File: config.mk
export PLATFORM = sky130hd
export DESIGN_NAME = dac_spi_frame16
export DESIGN_NICKNAME = d
export VERILOG_FILES = /design/src/rtl/dac_spi_frame16.sv
export SDC_FILE = /design/constraint.sdc
export NUM_CORES = 1
export LEC_CHECK = 0
export CAP_MARGIN = 20
export CORE_MARGIN = 10
export CORE_UTILIZATION = 42
export CTS_BUF_LIST = sky130_fd_sc_hd__clkbuf_8
export CTS_CLUSTER_DIAMETER = 150
export CTS_CLUSTER_SIZE = 16
export DETAILED_ROUTE_END_ITERATION = 12
export PLACE_DENSITY = 0.66
export SYNTH_ARGS = -nofsm -noshare
export SYNTH_HDL_FRONTEND = slang
export SYNTH_SLANG_ARGS = --single-unit
File: constraint.sdc
create_clock -name clk -period 5.2 [get_ports clk]
set_clock_uncertainty 0.15 [all_clocks]
set_input_delay 0.52 -clock clk [delete_from_list [all_inputs] [get_ports clk]]
set_output_delay 0.52 -clock clk [all_outputs]
set_load 0.02 [all_outputs]
File: src/rtl/dac_spi_frame16.sv
// dac_spi_frame16: snapshots 16 DDS channel words on sample_tick and
// shifts them out as 24-bit SPI words {CMD, channel, data} (mode 0,
// MSB first), then strobes dac_ldac_n so all DAC channels update together.
module dac_spi_frame16 #(
    parameter int         CLK_DIV    = 2,
    parameter int         CS_GAP     = 2,
    parameter int         LDAC_WIDTH = 4,
    parameter logic [3:0] CMD        = 4'b0011
) (
    input  logic         clk,
    input  logic         rst_n,
    input  logic         sample_tick,
    input  logic [255:0] ch_data,
    output logic         spi_sclk,
    output logic         spi_mosi,
    output logic         spi_cs_n,
    output logic         dac_ldac_n,
    output logic         busy,
    output logic         frame_done,
    output logic [7:0]   overrun_cnt
);

    typedef enum logic [2:0] {
        ST_IDLE  = 3'd0,
        ST_LOAD  = 3'd1,
        ST_SHIFT = 3'd2,
        ST_GAP   = 3'd3,
        ST_LDAC  = 3'd4
    } state_t;

    localparam logic [15:0] DIV_LAST  = 16'(CLK_DIV - 1);
    localparam logic [15:0] GAP_LAST  = 16'(CS_GAP - 1);
    // LDAC state spans LDAC_WIDTH low cycles plus one release cycle
    localparam logic [15:0] LDAC_LAST = 16'(LDAC_WIDTH);
    // 48 SCLK toggles per word (24 rising + 24 falling)
    localparam logic [5:0]  EDGE_LAST = 6'd47;

    // Assemble the SPI word for one channel from the frame snapshot
    function automatic logic [23:0] build_word(input logic [3:0]   cmd,
                                               input logic [3:0]   ch,
                                               input logic [255:0] snap);
        build_word = {cmd, ch, snap[{ch, 4'b0000} +: 16]};
    endfunction

    state_t        state_q, state_d;
    logic [15:0]   cnt_q, cnt_d;
    logic [5:0]    edge_q, edge_d;
    logic [3:0]    ch_q, ch_d;
    logic [255:0]  snap_q, snap_d;
    logic [22:0]   sh_q, sh_d;
    logic          sclk_q, sclk_d;
    logic          mosi_q, mosi_d;
    logic          cs_n_q, cs_n_d;
    logic          ldac_n_q, ldac_n_d;
    logic          busy_q, busy_d;
    logic          done_q, done_d;
    logic [7:0]    ovr_q, ovr_d;
    logic [23:0]   word_s;

    assign word_s = build_word(CMD, ch_q, snap_q);

    // Next-state and next-output logic for the frame sequencer
    always_comb begin
        state_d  = state_q;
        cnt_d    = cnt_q;
        edge_d   = edge_q;
        ch_d     = ch_q;
        snap_d   = snap_q;
        sh_d     = sh_q;
        sclk_d   = sclk_q;
        mosi_d   = mosi_q;
        cs_n_d   = cs_n_q;
        ldac_n_d = ldac_n_q;
        busy_d   = busy_q;
        done_d   = 1'b0;
        ovr_d    = ovr_q;

        // A tick while a frame is running is dropped and counted
        if (sample_tick && busy_q && (ovr_q != 8'hFF)) begin
            ovr_d = ovr_q + 8'd1;
        end else begin
            ovr_d = ovr_q;
        end

        case (state_q)
            ST_IDLE: begin
                if (sample_tick) begin
                    snap_d  = ch_data;
                    ch_d    = 4'd0;
                    busy_d  = 1'b1;
                    state_d = ST_LOAD;
                end else begin
                    state_d = ST_IDLE;
                end
            end
            ST_LOAD: begin
                sh_d    = word_s[22:0];
                mosi_d  = word_s[23];
                cs_n_d  = 1'b0;
                sclk_d  = 1'b0;
                cnt_d   = 16'd0;
                edge_d  = 6'd0;
                state_d = ST_SHIFT;
            end
            ST_SHIFT: begin
                if (cnt_q == DIV_LAST) begin
                    cnt_d  = 16'd0;
                    sclk_d = ~sclk_q;
                    edge_d = edge_q + 6'd1;
                    // Data advances only on the falling edge
                    if (sclk_q) begin
                        mosi_d = sh_q[22];
                        sh_d   = {sh_q[21:0], 1'b0};
                    end else begin
                        sh_d   = sh_q;
                    end
                    if (edge_q == EDGE_LAST) begin
                        state_d = ST_GAP;
                    end else begin
                        state_d = ST_SHIFT;
                    end
                end else begin
                    cnt_d = cnt_q + 16'd1;
                end
            end
            ST_GAP: begin
                cs_n_d = 1'b1;
                sclk_d = 1'b0;
                if (cnt_q == GAP_LAST) begin
                    cnt_d = 16'd0;
                    if (ch_q == 4'd15) begin
                        state_d = ST_LDAC;
                    end else begin
                        ch_d    = ch_q + 4'd1;
                        state_d = ST_LOAD;
                    end
                end else begin
                    cnt_d = cnt_q + 16'd1;
                end
            end
            ST_LDAC: begin
                if (cnt_q == LDAC_LAST) begin
                    ldac_n_d = 1'b1;
                    busy_d   = 1'b0;
                    done_d   = 1'b1;
                    cnt_d    = 16'd0;
                    state_d  = ST_IDLE;
                end else begin
                    ldac_n_d = 1'b0;
                    cnt_d    = cnt_q + 16'd1;
                end
            end
            default: begin
                state_d  = ST_IDLE;
                cs_n_d   = 1'b1;
                sclk_d   = 1'b0;
                ldac_n_d = 1'b1;
                busy_d   = 1'b0;
            end
        endcase
    end

    // State and output registers; reset discards any frame in progress
    always_ff @(posedge clk or negedge rst_n) begin
        if (!rst_n) begin
            state_q  <= ST_IDLE;
            cnt_q    <= 16'd0;
            edge_q   <= 6'd0;
            ch_q     <= 4'd0;
            snap_q   <= 256'd0;
            sh_q     <= 23'd0;
            sclk_q   <= 1'b0;
            mosi_q   <= 1'b0;
            cs_n_q   <= 1'b1;
            ldac_n_q <= 1'b1;
            busy_q   <= 1'b0;
            done_q   <= 1'b0;
            ovr_q    <= 8'd0;
        end else begin
            state_q  <= state_d;
            cnt_q    <= cnt_d;
            edge_q   <= edge_d;
            ch_q     <= ch_d;
            snap_q   <= snap_d;
            sh_q     <= sh_d;
            sclk_q   <= sclk_d;
            mosi_q   <= mosi_d;
            cs_n_q   <= cs_n_d;
            ldac_n_q <= ldac_n_d;
            busy_q   <= busy_d;
            done_q   <= done_d;
            ovr_q    <= ovr_d;
        end
    end

    assign spi_sclk    = sclk_q;
    assign spi_mosi    = mosi_q;
    assign spi_cs_n    = cs_n_q;
    assign dac_ldac_n  = ldac_n_q;
    assign busy        = busy_q;
    assign frame_done  = done_q;
    assign overrun_cnt = ovr_q;

endmodule

==> results of run 1 <==
==> critical path, stage by stage (launching register included) <==
cell     delay [ns]
dfrtp_1        0.59
nor2_1         0.43
and3_4         0.92
buf_4          0.44
mux2_2         0.38
==> logic make-up after synthesis <==
group | after synthesis | share of synthesized area (%)
xor+xnor | 12 | 0.716
mux | 333 | 30.4
compound gates | 118 | 5.45
simple gates | 166 | 5.60
fa+ha+maj | 6 | 0.511
buf+inv | 80 | 2.38
flops | 322 | 54.9
==> final timing paths <==
path                                           end  cells past startpoint  slack (ns)              startpoint
min in group asynchronous   snap_q[86]$_DFFE_PN0N_                      2        0.44                   rst_n
max in group asynchronous  snap_q[141]$_DFFE_PN0N_                      3        3.34                   rst_n
hold reg to reg               sh_q[22]$_DFFE_PN0P_                      2        0.34    sh_q[22]$_DFFE_PN0P_
setup / recovery           snap_q[209]$_DFFE_PN0N_                      4        2.13  state_q[0]$_DFFE_PN0P_
setup reg to reg           snap_q[209]$_DFFE_PN0N_                      4        2.13  state_q[0]$_DFFE_PN0P_
hold / removal                sh_q[22]$_DFFE_PN0P_                      2        0.34    sh_q[22]$_DFFE_PN0P_
==> metrics by stage <==
| stage | setup slack, ns | power, mW |
|---|---|---|
| floorplan | 2.95 | 2.55 |
| global placement | 2.08 | 2.82 |
| detailed placement | 2.08 | 2.82 |
| CTS | 2.12 | 4.09 |
| global route | 1.93 | 4.19 |
| finish | 2.13 | 4.03 |
==> layout make-up <==
| type | instances | area [um^2] | share of cell area [%] |
|---|---|---|---|
| antenna | 1 | 2.50 | 0.0137 |
| clock buffer | 24 | 330 | 1.81 |
| clock inverter | 9 | 51.3 | 0.281 |
| inverter | 9 | 33.8 | 0.185 |
| multi-input combinational | 635 | 6280 | 34.4 |
| sequential | 322 | 8070 | 44.2 |
| tap | 455 | 569 | 3.12 |
| timing repair buffer | 288 | 2900 | 15.9 |
==> sequential cells by signal, summed over array words and instances, names as in the netlist <==
register and flops:
snap_q 256, sh_q 23, cnt_q 16, overrun_cnt 8
edge_q 6, ch_q 4, state_q 3, busy 1
dac_ldac_n 1, frame_done 1, spi_cs_n 1, spi_mosi 1
spi_sclk 1
==> cell usage in the layout (no fill, tap or decap), drive strengths merged, types with 4 or more instances in the layout <==
cell type and count:
inv 17, dfrtp 320, nor3 13, mux2 267
nand2 57, nand3 25, buf 16, nor4 5
nor2 29, a21oi 19, a22o 7, o22ai 4
o221ai 5, mux4 64, a31oi 17, ha 6
xor2 6, clkbuf 24, a21o 4, nand2b 11
a221o 6, o21ai 24, a22oi 14, xnor2 6
and3 7, clkdlybuf4s50 271
==> per-layer routing <==
metal	global-route usage (%)	vias to the layer above	part of all wire, %
li1	-	4317	-
met1	24.2	4929	43
met2	30.0	214	49
met3	3.85	37	5.2
met4	3.23	8	1.7
met5	0	-	0.11
==> power by group through the flow <==
stage               registers, mW  clock network [mW]  logic (mW)
finish                       2.50                1.27       0.262
CTS                          2.50                1.32       0.269
global route                 2.50                1.40       0.283
floorplan                    2.55                   0     0.00164
detailed placement           2.55                   0       0.268
global placement             2.55                   0       0.268
==> flow_summary.yaml, run 1 <==
run_status:
  outcome: "finished clean"
pwr:
  p_switching_mw: 0.924
  p_leak_nw: 8.26
  p_int_mw: 3.11
  p_sw_share_pct: 22.9
  clkPwrFrac_pct: 31.5
  vdd_drop_max_v: 0.000177
  pwr-share-seq_pct: 62.0
  pwr-share-comb_pct: 6.5
  power_density_mw_per_mm2: 221
worst_setup_path:
  required_ns: 5.53
  start_kind: "register"
  cp_max_fo: 67
  crit_arrival_ns: 3.40
  criticalPathCategory: "register to register"
  end_kind: "register"
clock_network:
  root_buffer: "clkbuf_8"
  cts_tree: "built"
  clkLatencyLatePin_ns: 0.60
  cts.clk_slew.worst_paths_ns: 0.11
  cts_hold_buf: 1
  cts.sinks: 322
  htree_num_levels: 1
  cts_buffers: 24
  post_cts_buffers: 0
  cts_resized: 0
  cts_buffer_depth: 3
timing:
  max_clock_freq_mhz: 326
  slew_violations: 0
  finalSetupViolCount: 0
  hold_ws_ns: 0.336
  period_share_pct: 59.0
  fin_tns_setup_ns: 0
  layout_min_cycle_time_ns: 3.07
  worstMarginPinSlew_ns: 1.00
  rsz0062_at_grt: "no"
  slew_headroom_pct: 33.1
  hold_viol: 0
drt:
  viasPerCell: 5.45
  drt_first_pass_iters: 5
  wl_per_cell_um: 22.4
  drtAntennaViolNets: 0
  num_vias: 9505
  routed_wl_um: 39000
  route.detailed.drc: 0
  dr.first_iter.drc_count: 558
min_path:
  hold_path_class: "register to register"
synth:
  syn-num-nets: 1302
  synth_edf_count: 0
  synth_warnings: 0
  seq_area_frac_synth_pct: 54.9
  ys_seq_elements: 322
  synth_common_cells: "320 x dfrtp_1, 266 x mux2_2, 64 x mux4_2"
  synthTopCellsByArea: "dfrtp_1 55%, mux2_2 20%, mux4_2 9.8%"
  yosys.area.top_type_share_pct: 54.6
  syn_avg_cell_area_um2: 14.2
  netlist_instances: 1037
  yosysMostFrequentCell: "dfrtp_1"
  ys_types: 56
  synth_area_mm2: 0.0147
  ys.flop_type: "dfrtp_1"
  synth_top_area_cell: "dfrtp_1"
  async_flop_share_pct: 100
place:
  dpl.cell_count: 1708
  io_buffers: 272
  placed_area_mm2: 0.0178
  gp_congestion: 0.797
  dp_hpwl_um: 28400
layout:
  finish.utilization_pct: 52.8
  area_growth_pct: 24.2
  fin_area_mm2: 0.0182
  drive_gt1_share_pct: 29.8
  layout.nets: 1545
  fillCellCount: 2993
  final_cells: 1743
floorplan:
  core_area_mm2: 0.0345
  rows: 68
  num_io_pins: 273
  dieArea_mm2: 0.0428
  die_height_um: 207
  start_util_pct: 42.5
  die-width_um: 207
global_route:
  grt_pass1_wl_um: 60600
  grt_max_degree: 112
  track_usage_pct: 18.1
  grt_overflow: 0
  grt_pass1_vias: 10200
  antenna_found_initial: 4
job:
  drv_cap: 0
Power figures use the tool's default switching activity.
==> inputs of run 2 (changes only) <==
==> constraint.sdc (replaced) <==
create_clock -name clk -period 3.15 [get_ports clk]
set_clock_uncertainty 0.15 [all_clocks]
set_input_delay 0.315 -clock clk [delete_from_list [all_inputs] [get_ports clk]]
set_output_delay 0.315 -clock clk [all_outputs]
set_load 0.02 [all_outputs]
==> flow_summary.yaml, run 2 (same netlist as run 1, synthesis figures left out) <==
run_status:
  outcome: "finished clean"
worst_setup_path:
  rr_worst_depth: 8
  r2r_end: "sh_q[20]$_DFFE_PN0P_"
  path_buf_inv: 2
  critical_path_depth: 8
  criticalPathCategory: "register to register"
  r2r_setup_slack_ns: 0.61
  r2r-start: "cnt_q[1]$_DFFE_PN0P_"
  cp_max_fo: 16
  end_kind: "register"
  crit_arrival_ns: 2.87
  worstPathCellList: "inv_1 -> ha_1 -> or4b_1 -> nor4_2 -> a31oi_2 -> buf_4 -> nor3_1 -> nor2_1"
  crit_end: "sh_q[20]$_DFFE_PN0P_"
  crit_family: "simple AND/OR/NAND/NOR gates"
  required_ns: 3.48
  cpPeakStageDelay_ns: 0.49
  crit_start: "cnt_q[1]$_DFFE_PN0P_"
  crit_slowest_cell: "or4b_1"
  start_kind: "register"
global_route:
  grt_max_degree: 78
  track_usage_pct: 18.1
  grt_overflow: 0
  antenna_found_initial: 1
  grt_pass1_vias: 10200
  grt_pass1_wl_um: 60300
clock_network:
  cts_buffer_depth: 3
  clkLatencyLatePin_ns: 0.60
  cts_buffers: 24
  root_buffer: "clkbuf_8"
  cts_tree: "built"
  htree_num_levels: 1
  post_cts_buffers: 0
  cts.sinks: 322
  cts.clk_slew.worst_paths_ns: 0.12
timing:
  rsz0062_at_grt: "no"
  layout_min_cycle_time_ns: 2.54
  worstMarginPinSlew_ns: 0.982
  slew_headroom_pct: 34.1
  fin_tns_setup_ns: 0
  period_share_pct: 80.6
  slew_violations: 0
  finalSetupViolCount: 0
  max_clock_freq_mhz: 394
  hold_viol: 0
floorplan:
  die-width_um: 207
  num_io_pins: 273
  core_area_mm2: 0.0345
  start_util_pct: 42.5
  die_height_um: 207
  dieArea_mm2: 0.0428
  rows: 68
layout:
  multi_input_area_mm2: 0.00628
  area_growth_pct: 25.8
  diodes: 0
  finish.utilization_pct: 53.4
  layout_commonest_cell: "dfrtp_1"
  fillCellCount: 3007
  largest_reg_flops: 256
  fin_area_mm2: 0.0185
  largest_register: "snap_q"
  drive_gt1_share_pct: 30.8
  layout.nets: 1564
  layout_common_cells: "318 x dfrtp_1, 271 x clkdlybuf4s50_1, 266 x mux2_2"
  top_regs: "snap_q: 256 flops, sh_q: 23 flops, cnt_q: 16 flops"
  register_area_mm2: 0.00807
pwr:
  power_density_mw_per_mm2: 361
  power_mw: 6.67
  vdd_drop_max_v: 0.000284
  p_leak_nw: 8.37
drt:
  wl_per_cell_um: 22.1
  route.detailed.drc: 0
  routed_wl_um: 39000
  dr.first_iter.drc_count: 610
  num_vias: 9583
  drt_first_pass_iters: 5
  viasPerCell: 5.44
  drtAntennaViolNets: 0
min_path:
  hold_path_class: "primary input to async pin"
place:
  gp_congestion: 0.841
  io_buffers: 272
  dp_hpwl_um: 29400
  placed_area_mm2: 0.0181
job:
  drv_cap: 0
==> run 2: changes by cell type in the layout (fill, tap and decap cells not counted) <==
cell and delta:
clkinv_8 +1, buf_4 +13, inv_6 -1, buf_12 +6
diode_2 -1
==> run 2: metal layers <==
metal / up-vias / GRT usage, % / wire length [um]
met3: 40 / 3.56 / 2130
met4: 2 / 4.19 / 872
li1: 4362 / - / -
met2: 253 / 29.1 / 19100
met5: - / 0 / 13
met1: 4926 / 24.9 / 16900
==> run 2: power breakdown <==
part           internal, mW  switching, mW  leakage [nW]  total, mW
clock                 0.720           1.37         0.224       2.09
sequential             4.13              0          4.46       4.13
combinational         0.297          0.157          3.68      0.454
==> run 2: repair_timing <==
| action | in CTS | in global routing |
|---|---|---|
| endpoints found under the hold margin | 71 | 0 |
| hold buffers | 1 | 0 |
| gates resized for setup | 0 | 0 |
==> run 2: worst min path at each step <==
stage	end	slack, ns	cells past startpoint
after CTS	snap_q[191]$_DFFE_PN0N_	0.12	2
final	snap_q[70]$_DFFE_PN0N_	0.13	2
after global placement	snap_q[70]$_DFFE_PN0N_	0.19	1
after floorplan	busy$_DFFE_PN0P_	-0.13	0
after global routing	snap_q[184]$_DFFE_PN0N_	0.14	2
after detailed placement	snap_q[70]$_DFFE_PN0N_	0.19	1
==> run 2: layout make-up <==
type                    instances  share of cell area [%]
flip-flops and latches        322                    43.7
inverters                       9                   0.183
clock buffers                  24                    1.79
multi-input cells             635                    34.0
clock inverters                 9                   0.319
repair buffers                307                    16.9
well taps                     455                    3.08
==> run 2: per-stage QoR <==
stage	hold slack [ns]	setup slack [ns]	std cells
floorplan	-0.131	0.904	1037
global placement	0.194	0.699	1727
detailed placement	0.194	0.640	1727
CTS	0.123	0.614	1761
global route	0.140	0.448	1761
finish	0.128	0.611	1761
==> inputs of run 3 (changes only) <==
--- a/config.mk
+++ b/config.mk
@@ -12,7 +12,7 @@
 export CTS_CLUSTER_DIAMETER = 150
 export CTS_CLUSTER_SIZE = 16
 export DETAILED_ROUTE_END_ITERATION = 12
-export PLACE_DENSITY = 0.66
+export PLACE_DENSITY = 0.69
 export SYNTH_ARGS = -nofsm -noshare
 export SYNTH_HDL_FRONTEND = slang
 export SYNTH_SLANG_ARGS = --single-unit
==> constraint.sdc (replaced) <==
create_clock -name clk -period 2.15 [get_ports clk]
set_clock_uncertainty 0.15 [all_clocks]
set_input_delay 0.215 -clock clk [delete_from_list [all_inputs] [get_ports clk]]
set_output_delay 0.215 -clock clk [all_outputs]
set_load 0.02 [all_outputs]
==> flow_summary.yaml, run 3 (same netlist as run 1, synthesis figures left out) <==
clock_network:
  htree_num_levels: 1
  cts_buffers: 24
  cts.clk_slew.worst_paths_ns: 0.11
  clkLatencyLatePin_ns: 0.61
  cts_buffer_depth: 3
  cts_tree: "built"
  root_buffer: "clkbuf_8"
  cts.sinks: 322
drt:
  viasPerCell: 5.46
  drt_first_pass_iters: 6
  wl_per_cell_um: 22.8
  drtAntennaViolNets: 0
  routed_wl_um: 42600
  route.detailed.drc: 0
  dr.first_iter.drc_count: 725
  num_vias: 10200
floorplan:
  die_height_um: 207
  dieArea_mm2: 0.0428
  start_util_pct: 42.5
  core_area_mm2: 0.0345
  rows: 68
  die-width_um: 207
  num_io_pins: 273
worst_setup_path:
  r2r-start: "cnt_q[1]$_DFFE_PN0P_"
  crit_arrival_ns: 2.60
  r2r_setup_slack_ns: -0.13
  r2r_end: "cnt_q[9]$_DFFE_PN0P_"
  start_kind: "register"
  rr_worst_depth: 8
  cp_max_fo: 8
  end_kind: "register"
  required_ns: 2.46
  criticalPathCategory: "register to register"
layout:
  diodes: 0
  top_regs: "snap_q: 256 flops, sh_q: 23 flops, cnt_q: 16 flops"
  layout_commonest_cell: "dfrtp_1"
  final_cells: 1869
  largest_reg_flops: 256
  drive_gt1_share_pct: 40.8
  area_growth_pct: 36.6
  fillCellCount: 2784
  fin_area_mm2: 0.0201
  layout.nets: 1671
  largest_register: "snap_q"
  finish.utilization_pct: 58.0
  layout_common_cells: "317 x dfrtp_1, 268 x clkdlybuf4s50_1, 260 x mux2_2"
min_path:
  min_path_cells: 2
  min_to: "snap_q[120]$_DFFE_PN0N_"
  hold_path_class: "primary input to register"
  hold_path_startpoint: "ch_data[120]"
global_route:
  grt_overflow: 0
  grt_pass1_wl_um: 64700
  grt_pass1_vias: 11100
  antenna_found_initial: 1
  track_usage_pct: 19.5
  grt_max_degree: 67
timing:
  fin_ws_ns: -0.133
  fin_tns_setup_ns: -1.47
  worstMarginPinSlew_ns: 0.808
  period_share_pct: 106
  slew_headroom_pct: 45.7
  slew_violations: 0
  layout_min_cycle_time_ns: 2.28
  max_clock_freq_mhz: 438
  hold_viol: 0
  rsz0062_at_grt: "yes"
  finalSetupViolCount: 29
place:
  gp_congestion: 0.843
  dpl.cell_count: 1801
  placed_area_mm2: 0.0188
  dp_hpwl_um: 30900
  io_buffers: 272
job:
  drv_cap: 0
pwr:
  vdd_drop_max_v: 0.000372
  power_mw: 9.80
  power_density_mw_per_mm2: 489
  p_leak_nw: 9.14
run_status:
  violations: "negative setup slack"
  outcome: "finished with violations"
-- run 3: cell type report --
type,instances,area (um^2),share of cell area [%]
clock buffers,24,330,1.65
inverters,9,33.8,0.168
clock inverters,10,55.1,0.275
multi-input cells,636,6740,33.6
flip-flops and latches,322,8070,40.2
well taps,455,569,2.84
repair buffers,413,4260,21.2
-- run 3: critical path, cell delays in order (launching register included) --
cell	delay, ns
dfrtp_1	0.40
inv_2	0.08
ha_4	0.13
or4b_4	0.49
nor4_4	0.18
buf_4	0.19
o2bb2ai_4	0.13
a21o_1	0.20
a22o_1	0.23
-- run 3: timing repair --
item / in CTS / in global routing
setup buffers: 22 / 6
pin swaps: 15 / 22
hold buffers: 3 / 0
endpoints found under the hold margin: 320 / 0
setup endpoints to repair: 41 / 51
cloned: 2 / 1
resized for setup: 68 / 49
-- run 3: how the worst max path moves through the flow --
stage,to,start,slack (ns),cells after the start
finish,cnt_q[9]$_DFFE_PN0P_,cnt_q[1]$_DFFE_PN0P_,-0.13,8
global route,cnt_q[9]$_DFFE_PN0P_,cnt_q[14]$_DFFE_PN0P_,-0.20,6
CTS,cnt_q[9]$_DFFE_PN0P_,cnt_q[14]$_DFFE_PN0P_,-0.14,6
detailed placement,sh_q[11]$_DFFE_PN0P_,cnt_q[1]$_DFFE_PN0P_,-0.14,8
global placement,ch_q[3]$_DFFE_PN0P_,cnt_q[1]$_DFFE_PN0P_,-0.11,9
floorplan,sh_q[20]$_DFFE_PN0P_,cnt_q[3]$_DFFE_PN0P_,-0.04,7
-- run 3: report_power, final --
part	leakage [nW]	internal [mW]	switching, mW	total [mW]
logic	4.45	0.447	0.240	0.686
registers	4.46	6.05	0	6.05
clock network	0.227	1.05	2.01	3.06
total	9.14	7.55	2.25	9.80
-- run 3: metrics by stage --
| step | hold slack, ns | worst slack [ns] |
|---|---|---|
| after floorplan | -0.231 | -0.0420 |
| after global placement | 0.0352 | -0.113 |
| after detailed placement | 0.0303 | -0.136 |
| after CTS | 0.0391 | -0.138 |
| after global routing | 0.0380 | -0.199 |
| final | 0.0688 | -0.133 |
-- run 3: metal layers --
| layer | part of all wire, % | vias to the layer above | GRT usage (%) |
|---|---|---|---|
| li1 | - | 4598 | - |
| met1 | 42 | 5247 | 25.8 |
| met3 | 6.2 | 56 | 3.87 |
| met2 | 50 | 307 | 32.5 |
| met4 | 2.2 | 2 | 4.48 |
| met5 | 0.031 | - | 0 |
